File: config.mk
export PLATFORM = sky130hd
export DESIGN_NAME = mul8_seq_ctrl
export DESIGN_NICKNAME = d
export VERILOG_FILES = /design/src/rtl/mul_pkg.sv /design/src/rtl/BinaryMul4bit.sv /design/src/rtl/mul8_seq_ctrl.sv
export SDC_FILE = /design/constraint.sdc
export NUM_CORES = 1
export LEC_CHECK = 0
export CAP_MARGIN = 10
export CORE_ASPECT_RATIO = 1.25
export CORE_MARGIN = 3
export CORE_UTILIZATION = 32
export DETAILED_ROUTE_END_ITERATION = 6
export MAX_ROUTING_LAYER = met4
export PLACE_DENSITY = 0.54
export RECOVER_POWER = 100
export SYNTH_ARGS = -nofsm -noshare
export SYNTH_HDL_FRONTEND = slang
export SYNTH_SLANG_ARGS = --single-unit
File: constraint.sdc
create_clock -name clk -period 7.15 [get_ports clk]
set_input_delay 1.43 -clock clk [delete_from_list [all_inputs] [get_ports clk]]
set_output_delay 1.43 -clock clk [all_outputs]
set_load 0.1 [all_outputs]
File: src/rtl/mul_pkg.sv
// Shared types and widths for the nibble-sequenced 8x8 multiplier.
package mul_pkg;

  localparam int unsigned STEP_W    = 2;
  localparam int unsigned NUM_STEPS = 4;
  localparam int unsigned NIB_W     = 4;
  localparam int unsigned OP_W      = 8;
  localparam int unsigned PROD_W    = 16;

  typedef enum logic [0:0] {
    IDLE,
    RUN
  } mul_state_t;

endpackage

File: src/rtl/BinaryMul4bit.sv
// Combinational 4x4 unsigned multiplier shared by the sequential controller.
module BinaryMul4bit (
  input  logic [3:0] A,
  input  logic [3:0] B,
  output logic [7:0] M
);

  assign M = {4'b0000, A} * {4'b0000, B};

endmodule

File: src/rtl/mul8_seq_ctrl.sv
// 8x8 unsigned multiplier built from four passes through one 4x4 multiplier,
// shift-accumulating the nibble products into a 16-bit result.
module mul8_seq_ctrl
  import mul_pkg::*;
(
  input  logic                clk,
  input  logic                rst,
  input  logic                start,
  input  logic [OP_W-1:0]     A,
  input  logic [OP_W-1:0]     B,
  output logic                busy,
  output logic                done,
  output logic [PROD_W-1:0]   P
);

  mul_state_t              state;
  logic [STEP_W-1:0]       step;
  logic [OP_W-1:0]         a_q;
  logic [OP_W-1:0]         b_q;
  logic [PROD_W-1:0]       acc;

  logic                    a_hi;
  logic                    b_hi;
  logic [3:0]              shamt;
  logic [NIB_W-1:0]        nib_a;
  logic [NIB_W-1:0]        nib_b;
  logic [2*NIB_W-1:0]      m;
  logic [PROD_W-1:0]       term;
  logic [PROD_W-1:0]       sum;

  // Step decode: which nibbles feed the 4x4 array and how far the product shifts.
  always_comb begin
    a_hi  = 1'b0;
    b_hi  = 1'b0;
    shamt = 4'd0;
    unique case (step)
      2'd0: begin
        a_hi  = 1'b0;
        b_hi  = 1'b0;
        shamt = 4'd0;
      end
      2'd1: begin
        a_hi  = 1'b1;
        shamt = 4'd4;
      end
      2'd2: begin
        b_hi  = 1'b1;
        shamt = 4'd4;
      end
      2'd3: begin
        a_hi  = 1'b1;
        b_hi  = 1'b1;
        shamt = 4'd8;
      end
    endcase
  end

  assign nib_a = a_hi ? a_q[OP_W-1:NIB_W] : a_q[NIB_W-1:0];
  assign nib_b = b_hi ? b_q[OP_W-1:NIB_W] : b_q[NIB_W-1:0];

  BinaryMul4bit u_mul4 (
    .A (nib_a),
    .B (nib_b),
    .M (m)
  );

  assign term = {{(PROD_W - 2*NIB_W){1'b0}}, m} << shamt;
  // Step 0 overwrites the accumulator, so no clear cycle is needed between ops.
  assign sum  = (step == '0) ? term : acc + term;

  always_ff @(posedge clk) begin
    if (rst) begin
      state <= IDLE;
      step  <= '0;
      a_q   <= '0;
      b_q   <= '0;
      acc   <= '0;
      busy  <= 1'b0;
      done  <= 1'b0;
      P     <= '0;
    end else begin
      done <= 1'b0;
      unique case (state)
        IDLE: begin
          if (start) begin
            a_q   <= A;
            b_q   <= B;
            step  <= '0;
            busy  <= 1'b1;
            state <= RUN;
          end
        end
        RUN: begin
          acc  <= sum;
          step <= step + 1'b1;
          if (step == STEP_W'(NUM_STEPS - 1)) begin
            P     <= sum;
            done  <= 1'b1;
            busy  <= 1'b0;
            state <= IDLE;
          end
        end
        default: state <= IDLE;
      endcase
    end
  end

endmodule

### Yosys cells after proc, flatten, opt, wreduce, memory -nomap -nowiden

Cells that the tools add are included.

* bits in registers: 53
* output and inout port bits: 18
* word-level logic and storage cells: 41

* add/subtract/negate cells: 2
* multiply operators: 1
* equal/unequal tests: 5
* shift-type cells: 1
* muxes and demuxes: 15
* bitwise operators: 1
* reductions and logical operators: 8

Operators by type and width (number)
* adder 16 bit: 1
* two-way mux 16 bit: 1
* << shifter 8 x 4 -> 16 bit: 1
* case mux 4 bit (3 select lines): 1
* multiplier 4 x 4 -> 8 bit: 1
* two-way mux 4 bit: 2
* OR reduction 2 bit: 4
* two-way mux 1 bit: 7
* AND reduction 2 bit: 3
* equality test 2 bit (second input constant): 2
* case mux 1 bit (2 select lines): 2
* case mux 2 bit (2 select lines): 1
* adder 2 x 1 -> 2 bit (second input constant): 1
* equality test 2 x 1 -> 1 bit (second input constant): 1
* zero test 2 bit: 1
* two-way mux 2 bit: 1
* inequality test 2 x 1 -> 1 bit (second input constant): 1
* inequality test 2 bit (second input constant): 1
* inverter 1 bit: 1

### Depth between registers and ports, before layout

* depth after elaboration: 8
* depth in mapped cells: 23

### By module

From an unflattened synthesis, not the netlist that was laid out.

* cells, all modules: 416
* area total of the unflattened synthesis: 3463.3 µm²

Modules (own cells, without submodules)
* mul8_seq_ctrl: instances 1, cells each 365, area an instance 2999.1 µm², sequential area each 1061.0 µm²
* BinaryMul4bit: instances 1, cells each 51, area an instance 464.2 µm², sequential area each 0.0 µm²

### Worst setup path after synthesis

No wires, ideal clock.

* path kind: reg-to-reg
* start point: register step[0]
* end point: register P[15]
* setup time: 0.136 ns
* arrival: 5.491 ns
* required time: 7.014 ns
* path slack: 1.523 ns
* cell stages (with the launch flop): 23
* clock period less this slack: 5.627 ns
* cells stage by stage: dfxtp_1 inv_1 ha_1 nor2_1 mux2i_1 or2_2 fa_1 inv_1 fa_1 ha_1 a21o_1 a22o_1 or3_1 a31oi_1 nor2_1 ha_1 and2_1 and2b_4 a31o_4 and4b_1 o41ai_2 xor2_1 a211oi_2

* longest elaborated chain between the ends: 8
* elaborated cells on any way between the ends: 17

Ends and longest elaborated chain
* from (decl): line mul8_seq_ctrl.sv:17 `logic [STEP_W-1:0] step;`
* from (signal assigned): line mul8_seq_ctrl.sv:95 `step <= step + 1'b1;`
* equality test 2 bit (tied with other cells): line mul8_seq_ctrl.sv:36, mul8_seq_ctrl.sv:96
* OR reduction 2 bit (no source line)
* two-way mux 1 bit: line mul8_seq_ctrl.sv:36 `unique case (step)`
* two-way mux 4 bit (on tied branches): line mul8_seq_ctrl.sv:58, mul8_seq_ctrl.sv:59
* multiplier 4 x 4 -> 8 bit: line BinaryMul4bit.sv:8 `assign M = {4'b0000, A} * {4'b0000, B};`
* << shifter 8 x 4 -> 16 bit: line mul8_seq_ctrl.sv:67 `assign term = {{(PROD_W - 2*NIB_W){1'b0}}, m} << shamt;`
* adder 16 bit: line mul8_seq_ctrl.sv:69 `assign sum = (step == '0) ? term : acc + term;`
* two-way mux 16 bit: line mul8_seq_ctrl.sv:69
* to (signal assigned): line mul8_seq_ctrl.sv:97 `P <= sum;`
* to (decl): line mul8_seq_ctrl.sv:13 `output logic [PROD_W-1:0] P`

Several ways; a longest one is shown, not always the timed one. The select of a mux whose other input is x is not followed.
A chain may end at the register's enable or synchronous reset.

### Worst setup path after layout

Ends and elaborated chain as after synthesis.

==> qor.csv <==
stage;metric;value;unit
global_routing;initial antenna violation count;0;
floorplan;die area;12740;um2
global_routing;GRT Overall Usage;0.1594;
floorplan;IO Count;37;
sta;Final Hold Fails;0;
synthesis;gate count after technology mapping;469;
floorplan;Die Wd;101.6;um
worst_setup_path;slowest library cell on the worst path;fa_1;
worst_setup_path;R2R Path Start;step[0];
synthesis;Yosys cell types;63;
detailed_routing;post-route DRC violation count;0;
job;max_cap viols;1;
worst_setup_path;critical path data required time;7.21;ns
synthesis;Seq/Total Area, Yosys;0.2904;
placement;# port buffers;36;
worst_setup_path;Crit path buffers/inverters;1;
cells_and_area;Inserted Diodes;0;
detailed_routing;Starting DRT DRC Count;129;
pwr;VDD IR max;86.92;uV
placement;gpl congestion;0.9261;
synthesis;EDFF count, synth;0;
pwr;Leak;1.762;nW
sta;final setup vio count;0;
worst_setup_path;Cell Chain, Critical Path;ha_1 -> nor2_1 -> mux2i_1 -> or2_2 -> fa_1 -> inv_1 -> fa_1 -> ha_1 -> a21o_1 -> a22o_1 -> or3_1 -> a31oi_1 -> nor2_1 -> ha_1 -> and2_1 -> and2b_4 -> a31o_1 -> and4b_1 -> o41ai_1 -> xor2_1 -> a211oi_2;
floorplan;die height;125.5;um
sta;Final Cycle Share;0.9001;
cells_and_area;Layout fillers;1137;
worst_hold_path;min-delay worst type;reg -> reg;
worst_hold_path;hold path endpoint;a_q[0];
cts;Reg clk slew, reported paths;0.07;ns
worst_setup_path;startpoint types;flip-flop;
cts;cts repair resizes;0;
worst_hold_path;Worst Hold Launch;a_q[0];
worst_setup_path;worst path arrival time;6.50;ns
synthesis;Mapped Area;3654;um2
global_routing;first-pass GRT wire length;16160;um
worst_setup_path;Setup CP Type;reg -> reg;
floorplan;Initial Utilization;0.3281;
run_status;violated checks;max-capacitance violations, max-slew violations;
global_routing;largest net degree at the start of global routing;60;
sta;RSZ-0062 raised after global routing;false;
cts;CTS Buffer Depth;2;
synthesis;synthesized net count;525;
cells_and_area;most frequent cells in the layout;nor2_1 (76), nand2_1 (56), dfxtp_1 (53);
detailed_routing;DR vias;3319;
sta;final clock skew;0.002614;ns
sta;final critical-path required period;6.436;ns
synthesis;synth warn;0;
worst_setup_path;FF-to-FF path depth;21;
synthesis;Main synth FF type;dfxtp_1;
worst_setup_path;crit-path max FO;13;
detailed_routing;Routed WL per cell;15.15;um
cells_and_area;FF+latch area;1061;um2
synthesis;FF+latch count, synth;53;
cts;cts hold-fix bufs;0;
sta;count of final max-slew check failures;60;
detailed_routing;final WL;9515;um
sta;actual slew at the worst max-slew pin;2.590;ns
synthesis;top cell type's share of synthesized area;0.2904;
cts;CTS root buffer;clkbuf_16;
worst_setup_path;Slowest Stage Delay on Critical Path;0.53;ns
global_routing;vias in the first global route;3319;
worst_hold_path;Min-Delay Path Depth;2;
cells_and_area;Final Util;0.3803;
cts;Num CTS Buffers;5;
run_status;status;finished with violations;
cts;Num Clock Sinks;53;
synthesis;largest cells by area after synthesis;dfxtp_1 (29%), ha_1 (11%), nor2_1 (7.9%);
synthesis;Mean Syn Cell Area;7.790;um2
detailed_routing;vias per cell;5.285;
floorplan;FP Rows;43;
synthesis;async set-reset flop share out of synthesis;0;
global_routing;grt total ovfl;0;
sta;Setup TNS;0;ns
synthesis;largest area contributor in the netlist;dfxtp_1;
worst_setup_path;reg2reg setup slack;0.71;ns
cts;clk_lat worst skew;0.29;ns
floorplan;core area;11140;um2
cts;CTS tree;yes;
detailed_routing;post-route ant nets;0;
worst_setup_path;reg-to-reg critical path endpoint;P[15];
pwr;Tot Pwr;0.6750;mW
cells_and_area;commonest non-fill, non-tap cell in the layout;nor2_1;
cts;H-tree Lvls;2;
cells_and_area;fraction of layout cells with a size suffix above 1;0.04462;
cells_and_area;multi-input logic area;2404;um2
worst_setup_path;CP top delay family;adder cells;
detailed_routing;iteration count of the initial detailed-routing pass;5;
sta;Fin Hold WS;0.4570;ns
pwr;pwr/cell area;159.4;nW/um2
sta;slew margin rel.;-0.7268;
worst_setup_path;crit path launch;step[0];
placement;hpwl dp;7280;um
cells_and_area;Area Overhead vs Synth;15.92;%
cts;Post-CTS Setup Bufs;0;
cells_and_area;Final nets;548;
sta;Fmax achieved;155.4;MHz
worst_setup_path;CP most frequent cell;ha_1;
worst_setup_path;CP Capture Type;flip-flop;
-- state kept, by name, summed over array words and instances (netlist names) --
register  cells
P            16
acc          16
a_q           8
b_q           8
step          2
busy          1
done          1
state         1
-- power by group --
| part | total (mW) | switching, mW | internal [mW] |
|---|---|---|---|
| clock network | 0.243 | 0.112 | 0.131 |
| registers | 0.317 | 0.00798 | 0.309 |
| logic | 0.116 | 0.0716 | 0.0440 |
-- stage by stage --
stage	instance area [um2]	cells	setup slack, ns
global placement	4110	619	1.100
finish	4235	628	0.7144
detailed placement	4110	619	0.9882
CTS	4253	627	0.9562
global route	4235	628	0.3118
floorplan	3654	469	1.523
-- Yosys cell counts (4+ instances only) --
cell type and n:
xnor2_1 6, o21ai_0 16, nand2b_1 5, o211ai_1 5, a31oi_1 5, nand3_1 4
a21oi_1 42, nor4_1 5, or2_2 4, inv_1 19, fa_1 5, nor2_1 77
dfxtp_1 53, clkbuf_1 20, ha_1 32, nor2b_1 8, xor2_1 4, a211oi_1 21
nor3_1 6, nand2_1 56, mux2i_1 12, a21o_1 5
-- worst max-delay path by stage --
stage	end	slack (ns)	cells past startpoint
floorplan	P[15]	1.52	22
global placement	P[15]	1.10	21
detailed placement	P[15]	0.99	21
CTS	P[15]	0.96	21
global route	P[15]	0.31	21
finish	P[15]	0.71	21
-- final cells by class --
class | instances | area share
Clock buffer | 6 | 0.03043
Inverter | 20 | 0.01773
Timing Repair Buffer | 40 | 0.09069
Multi-Input combinational cell | 372 | 0.5675
Tap cell | 135 | 0.03988
Sequential cell | 53 | 0.2505
Clock inverter | 2 | 0.003250
-- worst min-delay path: stages (launching register included) --
cell and delay, ns:
dfxtp_1 0.31, nand2_1 0.05, a21oi_1 0.05
-- per-layer routing --
metal | wire length, um | up-vias | track usage
li1 | - | 1701 | -
met1 | 4111 | 1552 | 0.1877
met2 | 4918 | 57 | 0.2789
met3 | 355 | 9 | 0.02679
met4 | 130 | 0 | 0.03834
met5 | 0 | - | -
-- cell families after synthesis --
family / synth area share
AND/OR/NAND/NOR: 0.2291
AO/OA/AOI/OAI: 0.2377
flip-flops: 0.2904
buffers and inverters: 0.04589
adder cells (fa/ha/maj): 0.1370
multiplexers: 0.03596
XOR/XNOR: 0.02397
No activity file was read; power rests on OpenSTA's default activity.
